File: config.mk
export PLATFORM = sky130hd
export DESIGN_NAME = shift_deser8
export DESIGN_NICKNAME = d
export VERILOG_FILES = /design/src/rtl/shift_pkg.sv /design/src/rtl/shift_deser_core.sv /design/src/rtl/shift_deser8.sv
export SDC_FILE = /design/constraint.sdc
export NUM_CORES = 1
export LEC_CHECK = 0
export BUFFER_PORTS_ARGS = -buffer_cell sky130_fd_sc_hd__buf_2
export CAP_MARGIN = 20
export CORE_MARGIN = 2
export CORE_UTILIZATION = 25
export DETAILED_ROUTE_END_ITERATION = 10
export GPL_TIMING_DRIVEN = 0
export PLACE_DENSITY = 0.43
export SETUP_SLACK_MARGIN = 0.02
export SLEW_MARGIN = 20
export SYNTH_ARGS = -nofsm -noshare
export SYNTH_HDL_FRONTEND = slang
export SYNTH_SLANG_ARGS = --single-unit
File: constraint.sdc
create_clock -name clk -period 3.8 [get_ports clk]
set_input_delay 0.38 -clock clk [delete_from_list [all_inputs] [get_ports clk]]
set_output_delay 0.38 -clock clk [all_outputs]
set_load 0.05 [all_outputs]
File: src/rtl/shift_pkg.sv
// Shared types and helpers for the serial-in deserializer.
// Optional even-parity framing is enabled with SHIFT_DESER_PARITY_EN.
package shift_pkg;

    typedef enum logic {
        IDLE  = 1'b0,
        SHIFT = 1'b1
    } state_t;

    localparam int DEF_WIDTH = 8;
    localparam int CNT_W     = 4;
    localparam int MAX_W     = 16;

    // Insert one bit into a word of width w (w <= MAX_W-1), either end.
    function automatic logic [MAX_W-1:0] shift_step(
        input logic [MAX_W-1:0] word,
        input logic             b,
        input logic             lsb_first,
        input int               w
    );
        logic [MAX_W-1:0] r;
        if (lsb_first)
            r = (word >> 1) | ({{(MAX_W-1){1'b0}}, b} << (w - 1));
        else
            r = {word[MAX_W-2:0], b};
        return r;
    endfunction

endpackage

File: src/rtl/shift_deser_core.sv
// Shift register, bit counter and IDLE/SHIFT tracking for one frame.
// Frame gains a trailing parity bit when SHIFT_DESER_PARITY_EN is defined.
module shift_deser_core
    import shift_pkg::*;
#(
    parameter int WIDTH     = DEF_WIDTH,
    parameter bit LSB_FIRST = 1'b0
) (
    input  logic             clk,
    input  logic             rst_n,
    input  logic             sin,
    input  logic             accept,
    input  logic             flush,
    output logic [CNT_W-1:0] bit_cnt,
    output logic             at_last,
    output logic             done,
    output logic [WIDTH-1:0] word
);

`ifdef SHIFT_DESER_PARITY_EN
    localparam int FRAME = WIDTH + 1;
`else
    localparam int FRAME = WIDTH;
`endif
    localparam logic [CNT_W-1:0] LAST = CNT_W'(FRAME - 1);

    logic [WIDTH-1:0] shreg;
    logic [WIDTH-1:0] nxt;
    state_t           state;

    assign nxt     = WIDTH'(shift_step(MAX_W'(shreg), sin, LSB_FIRST, WIDTH));
    assign at_last = (bit_cnt == LAST);
    assign done    = accept && (state == SHIFT) && at_last;

`ifdef SHIFT_DESER_PARITY_EN
    // The closing bit is parity, so the data word is already complete.
    assign word = shreg;
`else
    assign word = nxt;
`endif

    // Shift accepted bits in, count them, return to IDLE on frame end or flush.
    always_ff @(posedge clk) begin
        if (!rst_n) begin
            shreg   <= '0;
            bit_cnt <= '0;
            state   <= IDLE;
        end else if (flush) begin
            shreg   <= '0;
            bit_cnt <= '0;
            state   <= IDLE;
        end else if (accept) begin
            if (at_last) begin
                shreg   <= '0;
                bit_cnt <= '0;
                state   <= IDLE;
            end else begin
                shreg   <= nxt;
                bit_cnt <= bit_cnt + CNT_W'(1);
                state   <= SHIFT;
            end
        end
    end

endmodule

File: src/rtl/shift_deser8.sv
// Serial-in parallel-out receiver with a registered valid/ready output slot.
// Define SHIFT_DESER_PARITY_EN for WIDTH data bits plus one even-parity bit.
module shift_deser8
    import shift_pkg::*;
#(
    parameter int WIDTH     = DEF_WIDTH,
    parameter bit LSB_FIRST = 1'b0
) (
    input  logic             clk,
    input  logic             rst_n,
    input  logic             sin,
    input  logic             sin_valid,
    output logic             sin_ready,
    input  logic             flush,
    output logic [WIDTH-1:0] dout,
    output logic             dout_valid,
    input  logic             dout_ready,
    output logic [CNT_W-1:0] bit_cnt,
    output logic             parity_err
);

    logic             accept;
    logic             at_last;
    logic             done;
    logic [WIDTH-1:0] word;

    // Only the completing bit waits for the slot; a same-edge consume frees it.
    assign sin_ready = !flush && !(at_last && dout_valid && !dout_ready);
    assign accept    = sin_valid && sin_ready;

    shift_deser_core #(
        .WIDTH     (WIDTH),
        .LSB_FIRST (LSB_FIRST)
    ) u_core (
        .clk     (clk),
        .rst_n   (rst_n),
        .sin     (sin),
        .accept  (accept),
        .flush   (flush),
        .bit_cnt (bit_cnt),
        .at_last (at_last),
        .done    (done),
        .word    (word)
    );

    // Output slot: load a finished word, release it when consumed.
    always_ff @(posedge clk) begin
        if (!rst_n) begin
            dout       <= '0;
            dout_valid <= 1'b0;
        end else if (done) begin
            dout       <= word;
            dout_valid <= 1'b1;
        end else if (dout_valid && dout_ready) begin
            dout_valid <= 1'b0;
        end
    end

`ifdef SHIFT_DESER_PARITY_EN
    // Parity status travels with the word it describes.
    always_ff @(posedge clk) begin
        if (!rst_n)
            parity_err <= 1'b0;
        else if (done)
            parity_err <= (^word) ^ sin;
    end
`else
    assign parity_err = 1'b0;
`endif

endmodule
# Word-level counts from Yosys, hierarchy flattened
# Cells that the tools add are included.
# totals
ff_bits	21
input_bits	6
output_inout_bits	15
wordCells	25
# op_classes
addsub	1
eq_ne	1
mux	5
n_bitwise	1
reduce_logical	12
# op_table
cell	n
$logic_and A1 B1 Y1	7
$mux W7	1
$add A4 B1 Y4 const B	1
$eq A4 B3 Y1 const B	1
$mux W4	1
$logic_not A1 Y1	3
$mux W1	3
$reduce_bool A2 Y1	1
$reduce_or A2 Y1	1
$not A1 Y1	1

# Longest topological paths before layout
# Gate-level depths: netlist (run 1).
# depth
ltp_word	9
mapped_depth	5
ltp_nobuf	4

# Modules after synthesis
# From an unflattened synthesis (run 1), not the netlist that was laid out.
# hier_totals
cells_unflattened	90
hier_area_um2	964.7
# modules_own_cells
module	instances	cells_per_inst	area_each_um2	seq_area_each_um2
shift_deser_core	1	57	593.1	240.2
shift_deser8	1	33	371.6	180.2

# Least setup slack after synthesis (run 1)
# Ideal clock, no wire load.
# synth_timing
path_type	reg-to-output
from	reg u_core.bit_cnt[0]
to	out sin_ready
arrival_ps	1850
required_time_ps	3420
path_slack_ps	1570
stages_incl_launch_ff	4
n_path_buf	0
path_cell_list	dfxtp_1 -> ha_1 -> and3b_1 -> a21oi_1
# synth_via
elab_chain_len	5
# synth_rtl
element	line	source
from (decl)	shift_deser_core.sv:14	output logic [CNT_W-1:0] bit_cnt,
from (signal assigned)	shift_deser_core.sv:59	bit_cnt <= bit_cnt + CNT_W'(1);
$eq A4 B3 Y1	shift_deser_core.sv:32	assign at_last = (bit_cnt == LAST);
$logic_and A1 B1 Y1 (2 in a row)	shift_deser8.sv:28	assign sin_ready = !flush && !(at_last && dout_valid && !dout_ready);
$logic_not A1 Y1	shift_deser8.sv:28	
$logic_and A1 B1 Y1	shift_deser8.sv:28	
to (decl)	shift_deser8.sv:13	output logic sin_ready,
# Every way passes these cells.

# Final worst setup path (run 1)
# Ends and elaborated chain as after synthesis.

==> summary.txt, run 1 <==
GRT
  • GR Overflow Total: 0
  • Met1 Use GR: about an eighth
  • Vias in the first global route: 697
  • First-pass GRT wire length: a little over 3000 um
  • GRT Max-Usage Layer: met2
  • GRT Util Overall: about 9.7%
  • Met3 Track Usage GR: about 2.1%
  • Pin count of the biggest net entering global routing: 12
  • Met2 GRT Util: 16.3%
  • Initial antenna violation count: 0

Power and ir drop
  • Pleak: 0.459 nW
  • Internal power: 0.000271 W
  • Share of power burned in registers: 61.5%
  • Clock power share: a little under a third
  • Net switching power: 0.0000902 W
  • Worst VDD drop: between 0.1 and 0.15 mV
  • Power density over the cells: between 300 and 400 nW/um2
  • Net Sw Frac: between 20% and 30%
  • Combinational power share: approximately 7.7%

STA
  • Pins Over Slew Limit: 0
  • Fin Hold WS: between 0.3 and 0.4 ns
  • Count of final hold-check violations: 0
  • Setup tns final: 0 ns
  • Final WS setup: about 1.8 ns
  • RSZ-0062 raised after global routing: false
  • Max Fclk: roughly 0.5 GHz
  • Tmin final: 1.99 ns
  • Fin crit share: a little over half
  • Clk_skew: approximately 0.0084 ns
  • Final setup fails: 0

Yosys
  • Syn avg cell area: 9.36 um2
  • EDFF count, synth: 0
  • Top cell type's share of synthesized area: a little under half
  • Area contributors post-synth: dfxtp_1 (46%), nand2_1 (12%), mux2i_1 (9.9%)
  • Synth cell types: 25
  • Syn Nets: 104
  • Async SR Flop Fraction: 0%
  • Synth Register Bits: 21
  • Most used DFF post-synth: dfxtp_1
  • Sequential fraction of the synthesis area: 46.3%
  • Count leader, synth: nand2_1
  • Post-synth top cells: nand2_1 (29), dfxtp_1 (21), mux2i_1 (9)
  • Post-synthesis cell count: 97
  • Yosys warns: 0
  • Synth area leader: dfxtp_1
  • Synth Cell Area: 908 um2

Setup path
  • Worst path max stage delay: 0.36 ns
  • CP Max Fanout: 5
  • CP Data Arrival Time: roughly 1.6 ns
  • Slowest CP cell: dfxtp_1
  • Critical Path RT: around 3.4 ns
  • CP Capture Type: primary output
  • Crit path kind: flop to primary output
  • Element type at the critical path start: flop
  • CP Cell Sequence: ha_1 -> and3b_1 -> a21oi_1 -> buf_2

Clock network
  • CTS root buf: clkbuf_4
  • # Post-CTS Setup Buffers: 0
  • CTS Hold Buffers Added: 0
  • Clock latency on the worst-skew pair: between 0.3 and 0.4 ns
  • Clk slew on worst S/H paths: 0.11 ns
  • CTS tree: done
  • Cts bufs inserted: 3
  • Htree depth: 1
  • Max clock buf depth: 2
  • Post_cts resized: 0
  • TritonCTS Sinks: 21

Floorplan
  • Core area: about 3400 um2
  • Cell Rows: 21
  • Die X: roughly 64 um
  • Boundary Pins: 21
  • Die height: about 64 um
  • Die area: 4130 um2
  • Starting density of the core: approximately a quarter

Routing
  • Vias per cell: about 4.4
  • Final WL: about 1900 um
  • DR vias: between 700 and 800
  • Routed wire per std cell: ~11 um
  • Post-DRT Antenna Nets: 0
  • Drt pass-1 iters: 4
  • Initial DRC count: 13
  • DRC: 0

Place
  • Dpl cells: 161
  • Detail Placement HPWL: around 1400 um
  • Dpl ws: 2.15 ns
  • Port bufs: 18
  • Routability Congestion: around 0.72

Finish
  • Layout area overhead: 19.1%
  • Nets: between 100 and 150
  • Share of cells above drive strength 1: approximately 25%
  • Diode count: 0
  • Non-filler cells, final: approximately 170

Job
  • Max-Cap Viols: 0

Status
  • Outcome: completed

Worst hold path
  • Worst min-delay path class: input pin to flop
[power by group through the flow]
stage | Combinational (W) | Sequential (W) | Clock, W
global route | 0.0000305 | 0.000223 | 0.000129
detailed placement | 0.0000283 | 0.000227 | 0
floorplan | 0.0000186 | 0.000228 | 0
CTS | 0.0000284 | 0.000222 | 0.000118
global placement | 0.0000280 | 0.000227 | 0
finish | 0.0000279 | 0.000222 | 0.000111
[final cells by class]
type	count	area, um2
fillers	404	2330
multi-input cells	69	448
flip-flops and latches	21	420
repair buffers	18	90.1
well taps	46	57.6
plain buffers	6	36.3
clock buffers	4	26.3
inverters	1	3.75
[worst paths after layout]
kind	slack [ns]	cells after the start	startpoint	end
max	1.81	4	u_core.bit_cnt[0]	sin_ready
min	0.32	3	sin	dout[0]
max reg2reg	2.28	5	u_core.bit_cnt[0]	dout[3]
min reg2reg	0.46	2	dout[7]	dout[7]
[layout by cell type, fill, tap and decap left out]
| cell | synthesis | final |
|---|---|---|
| a21oi_4 | 1 | 1 |
| mux2i_1 | 9 | 9 |
| buf_2 | 2 | 20 |
| or4_1 | 1 | 1 |
| o22ai_1 | 8 | 8 |
| a21oi_1 | 3 | 3 |
| nor4b_4 | 1 | 1 |
| nand2b_1 | 3 | 3 |
| and2b_1 | 1 | 1 |
| clkbuf_1 | 2 | 3 |
| dfxtp_1 | 21 | 21 |
| nand2b_4 | 1 | 1 |
| ha_1 | 1 | 1 |
| o21a_1 | 1 | 1 |
| nand3b_4 | 1 | 1 |
| clkbuf_4 | 0 | 3 |
| a31oi_1 | 1 | 1 |
| buf_4 | 1 | 1 |
| o21ai_0 | 3 | 3 |
| nand3_1 | 1 | 1 |
| nor2b_2 | 1 | 1 |
| nand2_1 | 29 | 29 |
| buf_6 | 1 | 1 |
| conb_1 | 1 | 1 |
| inv_1 | 1 | 1 |
| and3b_1 | 2 | 2 |
[state kept, by name (all words and copies together) (netlist names)]
register	flops
dout	8
u_core.state	1
u_core.bit_cnt	4
dout_valid	1
u_core.shreg	7
[layer usage]
layer,part of all wire (%),vias to the layer above
met3,3.7,5
met4,2.4,0
met5,0,-
met1,46,335
met2,48,11
li1,-,379
[cell families (layout without fill, tap and decap cells)]
logic type	count (synthesis)	count (layout)	synth area share (%)
DFF	21	21	46.3
buffers and inverters	7	29	4.41
AOI/OAI and AO/OA	17	17	12.1
other	1	1	0.413
adders and majority gates	1	1	1.38
muxes	9	9	9.92
and+or+nand+nor	41	41	25.5
[through the flow]
stage / utilization (%) / area [um2] / power (W)
2_1_floorplan: - / 908 / 0.000247
3_3_place_gp: 30.9 / 1060 / 0.000255
3_5_place_dp: 30.9 / 1060 / 0.000255
4_1_cts: 31.7 / 1080 / 0.000368
5_1_grt: 31.7 / 1080 / 0.000382
6_report: 31.7 / 1080 / 0.000361
[worst max-delay path, delay by kind of cell, from the launching register on]
kind,cells,cell delay [ns]
buffers and inverters,1,0.27
and+or+nand+nor,1,0.25
DFF,1,0.36
AOI/OAI and AO/OA,1,0.15
adders and majority gates,1,0.27
Note: power is estimated with default switching activity, not from simulation.
==> inputs of run 2 (changes only) <==
==> constraint.sdc (replaced) <==
create_clock -name clk -period 2 [get_ports clk]
set_input_delay 0.2 -clock clk [delete_from_list [all_inputs] [get_ports clk]]
set_output_delay 0.2 -clock clk [all_outputs]
set_load 0.05 [all_outputs]
==> run 2 against run 1 <==
Against the previous run: global-route usage shrank 0.38 points; die area unchanged; clock skew is 0.00070 ns higher; first-iteration DRC count is 77% higher; largest power group unchanged; highest routed layer unchanged.
==> summary.txt, run 2 (synthesis results as in run 1) <==
Clock network
  • CTS tree: done
  • TritonCTS Sinks: 21 (unchanged)
  • Post_cts resized: 0 (unchanged)
  • CTS root buf: clkbuf_4
  • CTS Hold Buffers Added: 0 (unchanged)
  • # Post-CTS Setup Buffers: 0 (unchanged)
  • Clk slew on worst S/H paths: 0.12 ns (about the same)
  • Cts bufs inserted: 3 (unchanged)
  • Htree depth: 1 (unchanged)
  • Clock latency on the worst-skew pair: 0.30 ns (about the same)
  • Max clock buf depth: 2 (unchanged)

Worst hold path
  • Worst hold path depth: 3 (unchanged)
  • Hold_sp: sin
  • Worst min-delay path class: input pin to flop
  • Hold Path Sink: dout[0]

Finish
  • Non-filler cells, final: 165 (unchanged)
  • Commonest non-fill, non-tap cells in the layout: nand2_1 (29), dfxtp_1 (21), buf_2 (20), mux2i_1 (9), o22ai_1 (8)
  • Max reg flops: 8 (unchanged)
  • Layout area overhead: 19.7%
  • Top reg by flops: dout
  • Commonest non-fill, non-tap cell in the layout: nand2_1
  • Diode count: 0 (unchanged)
  • Leading registers by flop count: dout x8, u_core.shreg x7, u_core.bit_cnt x4
  • Share of cells above drive strength 1: 26.9% (+1.7 points)
  • Nets: 127 (unchanged)

Place
  • Routability Congestion: 0.736 (+1.7%)
  • Detail Placement HPWL: 1350 um (-3.6%)
  • Port bufs: 18 (unchanged)
  • Dpl ws: 0.472 ns (-1.68 ns)
  • Dpl cells: 161 (unchanged)

STA
  • Pins Over Slew Limit: 0 (unchanged)
  • Final WS setup: 0.212 ns (-1.60 ns)
  • Final setup fails: 0 (unchanged)
  • RSZ-0062 raised after global routing: false
  • Fin Hold WS: 0.148 ns (-0.177 ns)
  • Fin crit share: about nine tenths
  • Count of final hold-check violations: 0 (unchanged)
  • Max Fclk: around 0.56 GHz
  • Tmin final: 1.79 ns
  • Setup tns final: 0 ns (unchanged)
  • Clk_skew: 0.00908 ns (+0.000704 ns)

Setup path
  • Element type at the critical path start: flop
  • CP Max Fanout: 5 (unchanged)
  • R2R Path Start: u_core.bit_cnt[0]
  • CP Cell Sequence: ha_1 -> and3b_1 -> a21oi_2 -> buf_2
  • R2r endpoint: dout[3]
  • Crit path kind: flop to primary output
  • Crit path buf inv count: 1 (unchanged)
  • R2R depth: 5 (unchanged)
  • Slowest CP cell: dfxtp_1
  • Critical Path RT: 1.80 ns (-1.62 ns)
  • CP Data Arrival Time: 1.59 ns (-0.02 ns)
  • Register-to-register setup slack: 0.46 ns (-1.82 ns)
  • CP Capture Type: primary output
  • Worst path max stage delay: 0.37 ns (about the same)
  • CP delay by family, top: flip-flops

GRT
  • Initial antenna violation count: 0 (unchanged)
  • Met1 Use GR: 12.0% (+0.29 points)
  • GR Overflow Total: 0 (unchanged)
  • Met2 GRT Util: 15.0% (-1.3 points)
  • GRT Util Overall: 9.34% (-0.38 points)
  • Met3 Track Usage GR: 3.70% (+1.6 points)
  • GRT Max-Usage Layer: met2
  • Vias in the first global route: 702 (+0.72%)
  • First-pass GRT wire length: 3060 um (-1.5%)
  • Pin count of the biggest net entering global routing: 13 (+1)

Floorplan
  • Die height: 64.3 um (unchanged)
  • Core area: 3420 um2 (unchanged)
  • Die area: 4130 um2 (unchanged)
  • Die X: 64.3 um (unchanged)
  • Cell Rows: 21 (unchanged)
  • Starting density of the core: 26.6% (unchanged)
  • Boundary Pins: 21 (unchanged)

Routing
  • Post-DRT Antenna Nets: 0 (unchanged)
  • Final WL: 1730 um (-6.5%)
  • DRC: 0 (unchanged)
  • Vias per cell: 4.35 (-1.6%)
  • Routed wire per std cell: 10.5 um (-6.5%)
  • DR vias: 718 (-1.6%)
  • Drt pass-1 iters: 4 (unchanged)
  • Initial DRC count: 23 (+10)

Power and ir drop
  • Power density over the cells: 625 nW/um2 (+87%)
  • Pleak: 0.461 nW (+0.60%)
  • Worst VDD drop: 0.307 mV (+210%)

Job
  • Max-Cap Viols: 0 (unchanged)

Status
  • Outcome: completed
==> run 2: cell types whose count changed in the layout (fill, tap and decap cells not counted) <==
cell      delta
a21oi_1      -1
a21oi_2      +1
clkbuf_1     -1
clkinv_2     +1
==> run 2: worst max path at each step <==
stage	start	to	slack, ns	cells past startpoint
floorplan	u_core.bit_cnt[0]	dout[0]	0.24	5
global placement	u_core.bit_cnt[0]	dout[3]	0.52	5
detailed placement	u_core.bit_cnt[0]	dout[3]	0.47	5
CTS	u_core.bit_cnt[0]	sin_ready	0.19	4
global route	u_core.bit_cnt[0]	sin_ready	0.11	4
finish	u_core.bit_cnt[0]	sin_ready	0.21	4
==> run 2: per-layer routing <==
metal  routed length, um  vias to the layer above
met1                 864                      331
li1                    -                      373
met5                   0                        -
met3                  75                        2
met4                  17                        0
met2                 776                       12
==> run 2: worst reg2reg max path, cell delays in order, from the launching register on <==
cell      delay (ns)
dfxtp_1         0.41
ha_1            0.28
nand3b_4        0.12
nor4b_4         0.27
buf_6           0.19
mux2i_1         0.20
==> run 2: layout make-up <==
type	instances	area, um2
multi-input cells	69	452
flip-flops and latches	21	420
clock inverters	1	5.00
fillers	380	2330
repair buffers	18	90.1
well taps	46	57.6
plain buffers	6	36.3
clock buffers	3	22.5
inverters	1	3.75
==> run 2: per-stage QoR <==
step           area, um2  power, W  util [%]
2_1_floorplan        912  0.000470         -
3_3_place_gp        1060  0.000485      31.0
3_5_place_dp        1060  0.000485      31.0
4_1_cts             1090  0.000692      31.8
5_1_grt             1090  0.000712      31.8
6_report            1090  0.000680      31.8
==> run 2: report_power, final <==
| group | total [W] | switching, W | internal (W) | leakage [nW] |
|---|---|---|---|---|
| registers | 0.000422 | 0.00000171 | 0.000420 | 0.169 |
| clock network | 0.000204 | 0.000130 | 0.0000746 | 0.0177 |
| logic | 0.0000531 | 0.0000362 | 0.0000168 | 0.274 |
| total | 0.000680 | 0.000168 | 0.000512 | 0.461 |
==> inputs of run 3 (changes only) <==
--- a/config.mk
+++ b/config.mk
@@ -8,10 +8,10 @@
 export BUFFER_PORTS_ARGS = -buffer_cell sky130_fd_sc_hd__buf_2
 export CAP_MARGIN = 20
 export CORE_MARGIN = 2
-export CORE_UTILIZATION = 25
+export CORE_UTILIZATION = 50
 export DETAILED_ROUTE_END_ITERATION = 10
 export GPL_TIMING_DRIVEN = 0
-export PLACE_DENSITY = 0.43
+export PLACE_DENSITY = 0.75
 export SETUP_SLACK_MARGIN = 0.02
 export SLEW_MARGIN = 20
 export SYNTH_ARGS = -nofsm -noshare
==> run 3 against run 2 <==
Against the previous run: clock power rose by 5%; worst setup slack got worse by 0.014 ns; sequential power about the same; sequential share of layout area up 0.96 points; combinational power down 2%; wire length down 5.2%; maximum frequency decreased by 0.78%; largest power group unchanged.
==> summary.txt, run 3 (synthesis results as in run 1) <==
Floorplan
  • Die height: 46.6 um (-27%)
  • Starting density of the core: 52.6% (+26 points)
  • Cell Rows: 15 (-29%)
  • Die X: 46.6 um (-27%)
  • Boundary Pins: 21 (unchanged)
  • Core area: 1730 um2 (-49%)
  • Die area: 2170 um2 (-47%)

Setup path
  • Register-to-register setup slack: 0.47 ns (about the same)
  • CP Capture Type: primary output
  • CP Cell Sequence: ha_1 -> and3b_1 -> a21oi_2 -> buf_2
  • Worst Setup EP: sin_ready
  • Crit path launch: u_core.bit_cnt[0]
  • WP depth: 4 (unchanged)
  • Slowest CP cell: dfxtp_1
  • Worst path max stage delay: 0.36 ns (about the same)
  • Critical Path RT: 1.80 ns (about the same)
  • Element type at the critical path start: flop
  • R2r endpoint: dout[5]
  • CP Data Arrival Time: 1.60 ns (about the same)
  • CP delay by family, top: flip-flops
  • R2R depth: 5 (unchanged)
  • R2R Path Start: u_core.bit_cnt[0]
  • Crit path buf inv count: 1 (unchanged)
  • CP Max Fanout: 5 (unchanged)
  • Crit path kind: flop to primary output

GRT
  • GR Overflow Total: 0 (unchanged)
  • First-pass GRT wire length: 2570 um (-16%)
  • Pin count of the biggest net entering global routing: 13 (unchanged)
  • Initial antenna violation count: 0 (unchanged)
  • GRT Util Overall: 17.1% (+7.7 points)
  • Vias in the first global route: 600 (-15%)

Routing
  • Post-DRT Antenna Nets: 0 (unchanged)
  • Routed wire per std cell: 11.4 um (+8.6%)
  • Drt pass-1 iters: 4 (unchanged)
  • Final WL: 1640 um (-5.2%)
  • Initial DRC count: 9 (-61%)
  • DRC: 0 (unchanged)
  • Vias per cell: 4.97 (+14%)
  • DR vias: 716 (-0.28%)

Power and ir drop
  • Combinational power share: 7.6% (-0.2 points)
  • Pleak: 0.461 nW (unchanged)
  • Share of power burned in registers: 61.2% (-0.9 points)
  • Net switching power: 0.000177 W (+5.3%)
  • Worst VDD drop: 0.414 mV (+35%)
  • Final Power: 0.000689 W (+1.4%)
  • Internal power: 0.000512 W (about the same)
  • Clock power share: 31.2% (+1.1 points)
  • Net Sw Frac: 25.6% (+0.95 points)
  • Power density over the cells: 649 nW/um2 (+3.9%)

Place
  • Routability Congestion: 0.794 (+7.9%)
  • Port bufs: 18 (unchanged)
  • Detail Placement HPWL: 1250 um (-7.9%)
  • Dpl ws: 0.496 ns (+0.0247 ns)
  • Cell Area, Placed: 1030 um2 (-2.5%)

Finish
  • Commonest non-fill, non-tap cell in the layout: nand2_1
  • # fillers: 175 (-54%)
  • Layout area overhead: 16.8%
  • Top reg by flops: dout
  • Share of cells above drive strength 1: 26.9% (unchanged)
  • Leading registers by flop count: dout x8, u_core.shreg x7, u_core.bit_cnt x4
  • Design area: 1060 um2 (-2.4%)
  • Commonest non-fill, non-tap cells in the layout: nand2_1 (29), dfxtp_1 (21), buf_2 (20), mux2i_1 (9), o22ai_1 (8)
  • Max reg flops: 8 (unchanged)
  • Diode count: 0 (unchanged)
  • Nets: 127 (unchanged)

Status
  • Outcome: completed

STA
  • Count of final hold-check violations: 0 (unchanged)
  • Tmin final: 1.80 ns (+0.0140 ns)
  • Final setup fails: 0 (unchanged)
  • RSZ-0062 raised after global routing: false
  • Final WS setup: 0.198 ns (-0.0140 ns)
  • Setup tns final: 0 ns (unchanged)
  • Clk_skew: 0.00365 ns (-0.00543 ns)
  • Max Fclk: 0.555 GHz (-0.78%)
  • Pins Over Slew Limit: 0 (unchanged)
  • Fin crit share: 90.1% (+0.70 points)
  • Fin Hold WS: 0.134 ns (-0.0138 ns)

Clock network
  • # Post-CTS Setup Buffers: 0 (unchanged)
  • CTS Hold Buffers Added: 0 (unchanged)
  • TritonCTS Sinks: 21 (unchanged)
  • CTS root buf: clkbuf_4
  • CTS tree: done
  • Htree depth: 1 (unchanged)
  • Cts bufs inserted: 3 (unchanged)
  • Clk slew on worst S/H paths: 0.12 ns (about the same)
  • Post_cts resized: 0 (unchanged)
  • Clock latency on the worst-skew pair: 0.32 ns (+0.02 ns)
  • Max clock buf depth: 2 (unchanged)

Job
  • Max-Cap Viols: 0 (unchanged)

Worst hold path
  • Worst min-delay path class: input pin to flop
-- run 3: cell counts in the layout (fill, tap and decap cells not counted) --
Identical to the previous run, type by type.
-- run 3: layout make-up --
cell class	count	area, um2	area share [%]
Tap cell	25	31.3	2.95
Timing Repair Buffer	18	90.1	8.49
Clock inverter	1	5.00	0.472
Multi-Input combinational cell	69	452	42.6
Clock buffer	3	22.5	2.12
Inverter	1	3.75	0.354
Buffer	6	36.3	3.42
Sequential cell	21	420	39.6
-- run 3: tightest hold or removal path: stages --
cell     delay, ns
buf_2         0.11
nand2_1       0.05
mux2i_1       0.06
-- run 3: how the worst min path moves through the flow --
stage | from | end | slack (ns) | cells past startpoint
after floorplan | sin_valid | u_core.state | 0.34 | 2
after global placement | dout[2] | dout[2] | 0.44 | 2
after detailed placement | dout[3] | dout[3] | 0.45 | 2
after CTS | sin | dout[0] | 0.13 | 3
after global routing | sin | dout[0] | 0.15 | 3
final | sin | dout[0] | 0.13 | 3
-- run 3: per-stage QoR --
step | util (%) | instances
detailed placement | 59.9 | 140
CTS | 61.4 | 144
floorplan | - | 97
global placement | 59.9 | 140
global route | 61.4 | 144
finish | 61.4 | 144
-- run 3: per-layer routing --
metal / global-route usage [%] / vias to the layer above / part of all wire, %
li1: - / 375 / -
met1: 21.8 / 318 / 49
met2: 25.6 / 18 / 45
met3: 3.53 / 5 / 3.6
met4: 11.7 / 0 / 2.6
met5: 0 / - / 0
-- run 3: power by group through the flow --
stage          clock [W]  sequential, W  combinational [W]
6_report        0.000215       0.000422          0.0000523
5_1_grt         0.000231       0.000423          0.0000570
4_1_cts         0.000220       0.000422          0.0000524
3_5_place_dp           0       0.000431          0.0000523
3_3_place_gp           0       0.000431          0.0000516
2_1_floorplan          0       0.000434          0.0000355
